===== src/rtl/alu_pkg.sv =====
// Shared ALU definitions: alucontrol codes and the alu_seq FSM state type.
// Used by both the ALU decoder and the sequential execution unit.
package alu_pkg;

  localparam logic [3:0] ALU_AND = 4'b0000;
  localparam logic [3:0] ALU_OR  = 4'b0001;
  localparam logic [3:0] ALU_ADD = 4'b0010;
  localparam logic [3:0] ALU_SUB = 4'b0110;
  localparam logic [3:0] ALU_SLT = 4'b0111;
  localparam logic [3:0] ALU_SLL = 4'b1000;
  localparam logic [3:0] ALU_ZFR = 4'b1001;

  typedef enum logic [1:0] {
    IDLE  = 2'd0,
    SHIFT = 2'd1,
    DONE  = 2'd2
  } alu_seq_state_t;

  function automatic logic is_shift_op(input logic [3:0] code);
    return (code == ALU_SLL) || (code == ALU_ZFR);
  endfunction

endpackage


===== src/rtl/alu_seq_shift.sv =====
// Shift/mask engine for sll and zfr: iterative work register plus down-counter,
// or a combinational barrel unit when ALU_SEQ_FAST_SHIFT_EN is defined.
module alu_seq_shift
  import alu_pkg::*;
#(
  parameter int WIDTH = 32,
  parameter int SHW   = $clog2(WIDTH)
) (
  input  logic             clk,
  input  logic             reset,
  input  logic             load_i,
  input  logic             step_i,
  input  logic [3:0]       op_i,
  input  logic [WIDTH-1:0] a_i,
  input  logic [WIDTH-1:0] b_i,
  input  logic [SHW-1:0]   shamt_i,
  output logic             last_o,
  output logic [WIDTH-1:0] res_o
);

`ifdef ALU_SEQ_FAST_SHIFT_EN

  logic unused;
  assign unused = &{1'b0, clk, reset, load_i, step_i};

  assign res_o  = (op_i == ALU_SLL) ? (b_i << shamt_i)
                                    : (a_i & ({WIDTH{1'b1}} << shamt_i));
  assign last_o = 1'b1;

`else

  // sll shifts the work value; zfr keeps it and shifts a clearing mask instead.
  logic [WIDTH-1:0] work_q, work_d;
  logic [WIDTH-1:0] mask_q, mask_d;
  logic [SHW-1:0]   cnt_q;
  logic             sll_q;

  // NOTE: every signal written in always_comb gets a value on every path so no latch is inferred.
  always_comb begin
    work_d = sll_q ? (work_q << 1) : work_q;
    mask_d = sll_q ? mask_q : (mask_q << 1);
  end

  // NOTE: sequential state uses non-blocking assignments only.
  always_ff @(posedge clk) begin
    if (reset) begin
      work_q <= '0;
      mask_q <= '1;
      cnt_q  <= '0;
      sll_q  <= 1'b0;
    end else if (load_i) begin
      sll_q  <= (op_i == ALU_SLL);
      work_q <= (op_i == ALU_SLL) ? b_i : a_i;
      mask_q <= '1;
      cnt_q  <= shamt_i;
    end else if (step_i) begin
      work_q <= work_d;
      mask_q <= mask_d;
      cnt_q  <= cnt_q - SHW'(1);
    end
  end

  // res_o is the value after the current step, so it is final when last_o is high.
  assign res_o  = work_d & mask_d;
  assign last_o = (cnt_q == SHW'(1));

`endif

endmodule


===== src/rtl/alu_seq.sv =====
// Multicycle execution unit with start/done handshake and registered outputs.
// Define ALU_SEQ_FAST_SHIFT_EN for single-cycle sll/zfr.
module alu_seq
  import alu_pkg::*;
#(
  parameter int WIDTH = 32,
  parameter int SHW   = $clog2(WIDTH)
) (
  input  logic             clk,
  input  logic             reset,
  input  logic             start,
  input  logic [3:0]       alucontrol,
  input  logic [WIDTH-1:0] a,
  input  logic [WIDTH-1:0] b,
  input  logic [SHW-1:0]   shamt,
  output logic             busy,
  output logic             done,
  output logic [WIDTH-1:0] result,
  output logic             zero,
  output logic             err
);

  alu_seq_state_t   state_q;
  logic             done_q;
  logic [WIDTH-1:0] result_q;
  logic             zero_q;
  logic             err_q;

  logic [WIDTH-1:0] imm_res;
  logic             imm_err;
  logic             imm_iter;
  logic             accept;
  logic             sh_last;
  logic [WIDTH-1:0] sh_res;

  assign accept = start && (state_q != SHIFT);

  always_comb begin
    imm_res = '0;
    imm_err = 1'b0;
    case (alucontrol)
      ALU_ADD: imm_res = a + b;
      ALU_SUB: imm_res = a - b;
      ALU_AND: imm_res = a & b;
      ALU_OR:  imm_res = a | b;
      ALU_SLT: imm_res = {{(WIDTH-1){1'b0}}, ($signed(a) < $signed(b))};
`ifdef ALU_SEQ_FAST_SHIFT_EN
      ALU_SLL, ALU_ZFR: imm_res = sh_res;
`else
      // Only reached here with shamt==0, where both ops pass their operand through.
      ALU_SLL: imm_res = b;
      ALU_ZFR: imm_res = a;
`endif
      default: imm_err = 1'b1;
    endcase
  end

`ifdef ALU_SEQ_FAST_SHIFT_EN
  assign imm_iter = 1'b0;
`else
  assign imm_iter = is_shift_op(alucontrol) && (shamt != '0);
`endif

  alu_seq_shift #(
    .WIDTH (WIDTH),
    .SHW   (SHW)
  ) u_shift (
    .clk     (clk),
    .reset   (reset),
    .load_i  (accept && imm_iter),
    .step_i  (state_q == SHIFT),
    .op_i    (alucontrol),
    .a_i     (a),
    .b_i     (b),
    .shamt_i (shamt),
    .last_o  (sh_last),
    .res_o   (sh_res)
  );

  always_ff @(posedge clk) begin
    if (reset) begin
      state_q  <= IDLE;
      done_q   <= 1'b0;
      result_q <= '0;
      zero_q   <= 1'b1;
      err_q    <= 1'b0;
    end else begin
      done_q <= 1'b0;
      case (state_q)
        SHIFT: begin
          if (sh_last) begin
            state_q  <= DONE;
            done_q   <= 1'b1;
            result_q <= sh_res;
            zero_q   <= (sh_res == '0);
            err_q    <= 1'b0;
          end
        end
        default: begin
          // IDLE and DONE accept start identically, giving one simple op per cycle.
          if (accept) begin
            if (imm_iter) begin
              state_q <= SHIFT;
            end else begin
              state_q  <= DONE;
              done_q   <= 1'b1;
              result_q <= imm_res;
              zero_q   <= (imm_res == '0);
              err_q    <= imm_err;
            end
          end else begin
            state_q <= IDLE;
          end
        end
      endcase
    end
  end

  assign busy   = (state_q == SHIFT);
  assign done   = done_q;
  assign result = result_q;
  assign zero   = zero_q;
  assign err    = err_q;

endmodule


===== config.mk =====
export PLATFORM = sky130hd
export DESIGN_NAME = alu_seq
export DESIGN_NICKNAME = d
export VERILOG_FILES = /design/src/rtl/alu_pkg.sv /design/src/rtl/alu_seq_shift.sv /design/src/rtl/alu_seq.sv
export SDC_FILE = /design/constraint.sdc
export NUM_CORES = 1
export LEC_CHECK = 0
export BUFFER_PORTS_ARGS = -buffer_cell sky130_fd_sc_hd__buf_2
export CORE_MARGIN = 2
export CORE_UTILIZATION = 55
export DETAILED_ROUTE_END_ITERATION = 8
export HOLD_SLACK_MARGIN = 0.1
export PLACE_DENSITY = 0.75
export SYNTH_ARGS = -nofsm -noshare
export SYNTH_HDL_FRONTEND = slang
export SYNTH_SLANG_ARGS = --single-unit

===== constraint.sdc =====
create_clock -name clk -period 3.9 [get_ports clk]
set_clock_uncertainty 0.05 [all_clocks]
set_input_delay 0.78 -clock clk [delete_from_list [all_inputs] [get_ports clk]]
set_output_delay 0.78 -clock clk [all_outputs]
set_load 0.03 [all_outputs]

==> impl_metrics.py, run 1 <==
metrics = {
    "finish": {
        "num_antenna_cells": 0,
        "final_nets": 2051,
        "drive_gt1_share_pct": 24.0,
        "final_area_mm2": 0.0139,
        "syn2layout_area_growth_pct": 25.9,
        "fin_util_pct": 70.8,
        "fill_cells": 1682,
    },
    "logic_synthesis": {
        "ys_ff_latch": 107,
        "synthTopCellsByCount": "221 x nand2_1, 155 x nor2_1, 135 x a21oi_1, 115 x ha_1, 107 x dfxtp_1",
        "async_flop_share_pct": 0,
        "synth_edf_count": 0,
        "synth_seq_area_share_pct": 19.4,
        "synth_area_mm2": 0.0110,
        "synthCells": 1588,
        "yosysTopAreaCell": "dfxtp_1",
        "yosys-top-cells-area": "dfxtp_1 19%, ha_1 13%, nand2_1 7.5%",
        "avgSynthCellArea_um2": 6.94,
        "yosysTopAreaCellShare_pct": 19.4,
        "synth.distinct_cells": 88,
        "synth_flop_cell": "dfxtp_1",
        "synth_most_common_cell": "nand2_1",
        "mappedNetlistNets": 1781,
        "yosysWarnings": 0,
    },
    "placement": {
        "hpwl_um": 36900,
        "dpl-instance-area_mm2": 0.0135,
        "place_congestion": 1.08,
        "portBuffers": 111,
    },
    "clocking": {
        "cts.sinks": 107,
        "clockBufferDepth": 2,
        "cts_hold_buf": 0,
        "clk_latency_ns": 0.36,
        "path_clk_slew_ns": 0.07,
        "root_buffer": "clkbuf_16",
        "numCtsBuffers": 9,
        "cts_tree": "done",
        "cts_setup_buffers": 0,
        "h-tree-depth": 3,
    },
    "critical_path": {
        "start_kind": "input port",
        "r2r-start": "u_shift.sll_q",
        "worstPathRequired_ns": 4.12,
        "ff2ff_path_depth": 6,
        "reg2reg_to": "zero",
        "crit_fanout": 3,
        "ff2ff_setup_slack_ns": 0.78,
        "cp.arrival_ns": 4.02,
        "cp-startpoint": "a[0]",
        "cp-end-kind": "register",
        "crit_type": "input port to register",
    },
    "timing": {
        "hold_violations": 0,
        "slew_headroom_pct": 23.0,
        "slew_violations": 0,
        "setup_viol": 0,
        "timing.final.crit_share_pct": 97.5,
        "post-route-min-period_ns": 3.80,
        "tightest_slew_ns": 1.16,
        "rsz0062_at_grt": "true",
        "max_freq_mhz": 263,
    },
    "detailed_routing": {
        "drtPass1Iterations": 7,
        "drt_iter0_markers": 1955,
        "ant_nets": 0,
        "drc_errors": 0,
        "wirelength_um": 45900,
        "routed_via_density": 6.49,
        "routedWlPerCell_um": 21.6,
        "via_count": 13800,
    },
    "global_route": {
        "gr-total-overflow": 0,
        "grt_max_degree": 70,
        "antenna_found_initial": 0,
        "grt_pass1_vias": 13100,
        "track_usage_pct": 42.1,
        "grt_pass1_wl_um": 71400,
    },
    "min_path": {
        "holdPathEnd": "result[7]",
        "worstHoldStart": "result[7]",
        "hold_class": "register to register",
        "holdPathStages": 2,
    },
    "outcome": {
        "status": "complete, no violations",
    },
    "floorplanning": {
        "core_mm2": 0.0196,
        "die_height_um": 146,
        "die_x_um": 146,
        "die_area_mm2": 0.0212,
        "initial_core_util_pct": 56.2,
        "ios": 112,
        "rows": 51,
    },
    "power": {
        "cellLeakagePower_nw": 6.29,
        "ir_drop_mv": 0.229,
        "power_density_mw_per_mm2": 265,
    },
    "flow_run": {
        "cap_violations": 0,
    },
}
[layer usage]
metal | up-vias | track usage (%) | routed length (um)
met5 | - | 2.05 | 62
met4 | 2 | 27.3 | 3450
met3 | 177 | 6.46 | 4140
met2 | 828 | 69.0 | 20700
met1 | 6455 | 51.5 | 17500
li1 | 6353 | - | -
[power breakdown]
part / internal [mW] / switching [mW]
clock network: 0.456 / 0.427
registers: 1.14 / 0.0421
logic: 0.658 / 0.958
total: 2.26 / 1.43
[through the flow]
step / setup WS [ns] / cells / setup TNS, ns / hold slack (ns) / total power, mW
after floorplan: 0.122 / 1588 / 0 / 0.386 / 2.02
final: 0.0968 / 2128 / 0 / 0.404 / 3.68
after global placement: -0.286 / 2112 / -1.84 / 0.388 / 2.73
after detailed placement: -0.359 / 2112 / -2.39 / 0.395 / 2.75
after global routing: -0.120 / 2128 / -0.193 / 0.417 / 3.85
after CTS: 0.0210 / 2128 / 0 / 0.407 / 3.62
[placed cells by master, fill, tap and decap left out, types with 19 or more instances in the layout]
cell type  netlist  final
nand2_1        221    221
o21ai_0        105    103
a21oi_1        135    134
inv_1           98     98
a222oi_1        31     31
nor4_1          26     24
dfxtp_1        107    106
buf_4            2    254
a21o_1          25     25
a211oi_1        22     19
nand3_1         76     75
buf_2           19    111
nor3_1          47     46
ha_1           115    113
o211ai_1        34     34
nor2_1         155    151
[how the worst max path moves through the flow]
stage	end	slack [ns]
global placement	zero	-0.29
CTS	zero	0.02
finish	zero	0.1
floorplan	result[18]	0.12
global route	zero	-0.12
detailed placement	zero	-0.36
[critical path, stage by stage]
cell	delay (ns)
buf_2	0.10
inv_1	0.06
ha_2	0.22
fa_1	0.39
o21bai_1	0.22
o211ai_1	0.18
a31oi_2	0.29
o22ai_1	0.11
o21ai_1	0.19
o2111ai_2	0.18
a2111oi_2	0.36
buf_4	0.17
nand4b_1	0.15
nor4b_2	0.28
nand4b_1	0.13
o31ai_1	0.23
[cells by family (layout without fill, tap and decap cells)]
group,count (synthesis),in the layout,share of synthesized area [%]
compound gates,513,513,31.7
xor+xnor,7,7,0.557
fa+ha+maj,117,117,13.4
buf+inv,209,484,7.41
flops,107,107,19.4
mux,11,11,1.01
simple gates,624,624,26.5
[flip-flops by register name, indices dropped and copies added, names as in the netlist]
| register | cells |
|---|---|
| err | 1 |
| u_shift.mask_q | 32 |
| u_shift.sll_q | 1 |
| done | 1 |
| result | 32 |
| zero | 1 |
| u_shift.cnt_q | 5 |
| state_q | 2 |
| u_shift.work_q | 32 |
[area by class of cell]
cell class / count / area, um2 / area share [%]
timing repair buffer: 367 / 2500 / 18.0
inverter: 101 / 379 / 2.73
multi-input combinational: 1272 / 8230 / 59.3
clock buffer: 10 / 239 / 1.72
sequential: 107 / 2140 / 15.5
clock inverter: 6 / 47.5 / 0.343
tap: 265 / 332 / 2.39
[what timing repair did]
action | CTS | global route
endpoints found under the setup margin | 1 | 11
resized for setup | 1 | 25
gates cloned | 0 | 0
pin swaps | 0 | 10
(Power assumes the default switching activity.)
==> run 2, diff against run 1 <==
--- a/config.mk
+++ b/config.mk
@@ -5,12 +5,13 @@
 export SDC_FILE = /design/constraint.sdc
 export NUM_CORES = 1
 export LEC_CHECK = 0
+export ABC_AREA = 1
 export BUFFER_PORTS_ARGS = -buffer_cell sky130_fd_sc_hd__buf_2
 export CORE_MARGIN = 2
-export CORE_UTILIZATION = 55
+export CORE_UTILIZATION = 56
 export DETAILED_ROUTE_END_ITERATION = 8
 export HOLD_SLACK_MARGIN = 0.1
-export PLACE_DENSITY = 0.75
+export PLACE_DENSITY = 0.76
 export SYNTH_ARGS = -nofsm -noshare
 export SYNTH_HDL_FRONTEND = slang
 export SYNTH_SLANG_ARGS = --single-unit
==> impl_metrics.py, run 2 <==
metrics = {
    "logic_synthesis": {
        "synth_most_common_cell": "nand2_1",
        "synthTopCellsByCount": "726 x nand2_1, 349 x inv_1, 191 x nor2_1, 159 x nand3_1, 115 x ha_1",
        "synth_edf_count": 0,
        "yosys-top-cells-area": "nand2_1 22%, dfxtp_1 17%, ha_1 12%",
        "yosysTopAreaCell": "nand2_1",
        "yosysWarnings": 0,
        "synthCells": 2193,
        "synth.distinct_cells": 43,
        "mappedNetlistNets": 2386,
        "synth_area_mm2": 0.0124,
        "synth_seq_area_share_pct": 17.3,
        "yosysTopAreaCellShare_pct": 22.0,
        "async_flop_share_pct": 0,
        "synth_flop_cell": "dfxtp_1",
        "avgSynthCellArea_um2": 5.65,
        "ys_ff_latch": 107,
    },
    "finish": {
        "fin_util_pct": 62.0,
        "multi_input_area_mm2": 0.00844,
        "fill_cells": 2208,
        "drive_gt1_share_pct": 8.59,
        "final_area_mm2": 0.0135,
        "layout_commonest_cell": "nand2_1",
        "syn2layout_area_growth_pct": 8.76,
        "final_nets": 2458,
        "ff_latch_area_mm2": 0.00214,
        "final_cell_mix": "726 x nand2_1, 349 x inv_1, 189 x nor2_1",
    },
    "detailed_routing": {
        "routedWlPerCell_um": 19.9,
        "wirelength_um": 50800,
        "via_count": 15100,
        "ant_nets": 0,
        "drtPass1Iterations": 7,
        "routed_via_density": 5.92,
        "drc_errors": 0,
        "drt_iter0_markers": 1814,
    },
    "critical_path": {
        "cp-end-kind": "register",
        "ff2ff_path_depth": 11,
        "r2r-start": "state_q[0]",
        "max_stage_delay_ns": 0.47,
        "ff2ff_setup_slack_ns": 1.09,
        "crit_chain": "buf_2 -> inv_1 -> ha_1 -> nand2_1 -> nor2_1 -> nand3_1 -> nand2_1 -> nand2_1 -> nand2_1 -> nand2_1 -> nand3_1 -> nand2_1 -> nor2_1 -> nand3_1 -> nor2_1 -> nand2_1 -> nor2_1 -> nand2_1 -> nand2_1 -> nand2_1 -> nand2_1",
        "crit_fanout": 7,
        "crit_type": "input port to register",
        "worstPathRequired_ns": 4.15,
        "start_kind": "input port",
        "cpMostUsedCell": "nand2_1",
        "slowest_stage": "ha_1",
        "cp-startpoint": "a[6]",
        "cp.arrival_ns": 3.69,
        "reg2reg_to": "u_shift.work_q[10]",
    },
    "floorplanning": {
        "ios": 112,
        "rows": 54,
        "initial_core_util_pct": 57.0,
        "die_area_mm2": 0.0233,
        "core_mm2": 0.0218,
        "die_height_um": 153,
        "die_x_um": 153,
    },
    "min_path": {
        "holdPathStages": 2,
        "worstHoldStart": "result[24]",
        "hold_class": "register to register",
        "holdPathEnd": "result[24]",
    },
    "placement": {
        "hpwl_um": 40400,
        "place_congestion": 1.06,
        "portBuffers": 111,
        "dpl-instance-area_mm2": 0.0132,
    },
    "clocking": {
        "cts_hold_buf": 0,
        "h-tree-depth": 3,
        "path_clk_slew_ns": 0.08,
        "root_buffer": "clkbuf_16",
        "numCtsBuffers": 9,
        "post_cts_resized": 0,
        "clockBufferDepth": 2,
        "cts_setup_buffers": 0,
        "cts_tree": "done",
        "cts.sinks": 107,
        "clk_latency_ns": 0.36,
    },
    "timing": {
        "tightest_slew_ns": 0.989,
        "max_freq_mhz": 291,
        "setup_viol": 0,
        "timing.final.crit_share_pct": 88.1,
        "hold_violations": 0,
        "rsz0062_at_grt": "false",
        "slew_headroom_pct": 34.0,
        "slew_violations": 0,
        "holdWs_ns": 0.413,
        "post-route-min-period_ns": 3.44,
        "tns_ns": 0,
    },
    "flow_run": {
        "cap_violations": 0,
    },
    "power": {
        "power_mw": 3.55,
        "cellLeakagePower_nw": 7.56,
        "power_density_mw_per_mm2": 263,
        "ir_drop_mv": 0.222,
    },
    "global_route": {
        "gr-total-overflow": 0,
        "grt_pass1_vias": 14100,
        "antenna_found_initial": 3,
        "grt_pass1_wl_um": 76900,
        "track_usage_pct": 42.0,
        "grt_max_degree": 57,
    },
    "outcome": {
        "status": "complete, no violations",
    },
}
-- run 2: cell type report --
class                   count  share of cell area (%)
multi-input cells        1636                    62.6
flip-flops and latches    107                    15.9
inverters                 356                    9.91
repair buffers            155                    6.57
well taps                 280                    2.60
clock buffers              10                    1.70
clock inverters             6                   0.715
diodes                      3                  0.0557
-- run 2: worst max-delay path: cells and delay by family --
| kind | cells | cell delay (ns) |
|---|---|---|
| simple gates | 18 | 2.21 |
| fa+ha+maj | 1 | 0.47 |
| buf+inv | 2 | 0.21 |
-- run 2: stage by stage --
stage               setup WS (ns)  instances
floorplan                    1.16       2193
global placement            0.300       2534
detailed placement          0.295       2534
CTS                         0.639       2550
global route                0.296       2550
finish                      0.463       2553
-- run 2: power breakdown --
part           total (mW)  switching [mW]  internal [mW]
sequential           1.17          0.0294           1.14
combinational        1.38           0.970          0.406
clock                1.01           0.436          0.572
total                3.55            1.44           2.12
-- run 2: cells by family (layout without fill, tap and decap cells) --
kind of cell	Yosys count	count (layout)	share of synthesized area [%]
AOI/OAI and AO/OA	376	376	18.4
xor gates and xnor gates	1	1	0.0707
adders and majority gates	117	117	11.9
buffers and inverters	450	527	14.8
DFF	107	107	17.3
other	0	3	0
and+or+nand+nor	1142	1142	37.6
-- run 2: metal layers --
metal	vias to the layer above	GRT usage [%]	wire length, um
met4	2	24.8	3630
li1	7175	-	-
met3	186	7.91	5930
met5	-	0	7
met2	966	66.5	21600
met1	6794	53.4	19600
-- run 2: worst max-delay path by stage --
| stage | to | cells after the start |
|---|---|---|
| 6_report | zero | 21 |
| 5_1_grt | zero | 22 |
| 3_3_place_gp | zero | 21 |
| 2_1_floorplan | zero | 20 |
| 3_5_place_dp | zero | 21 |
| 4_1_cts | zero | 21 |
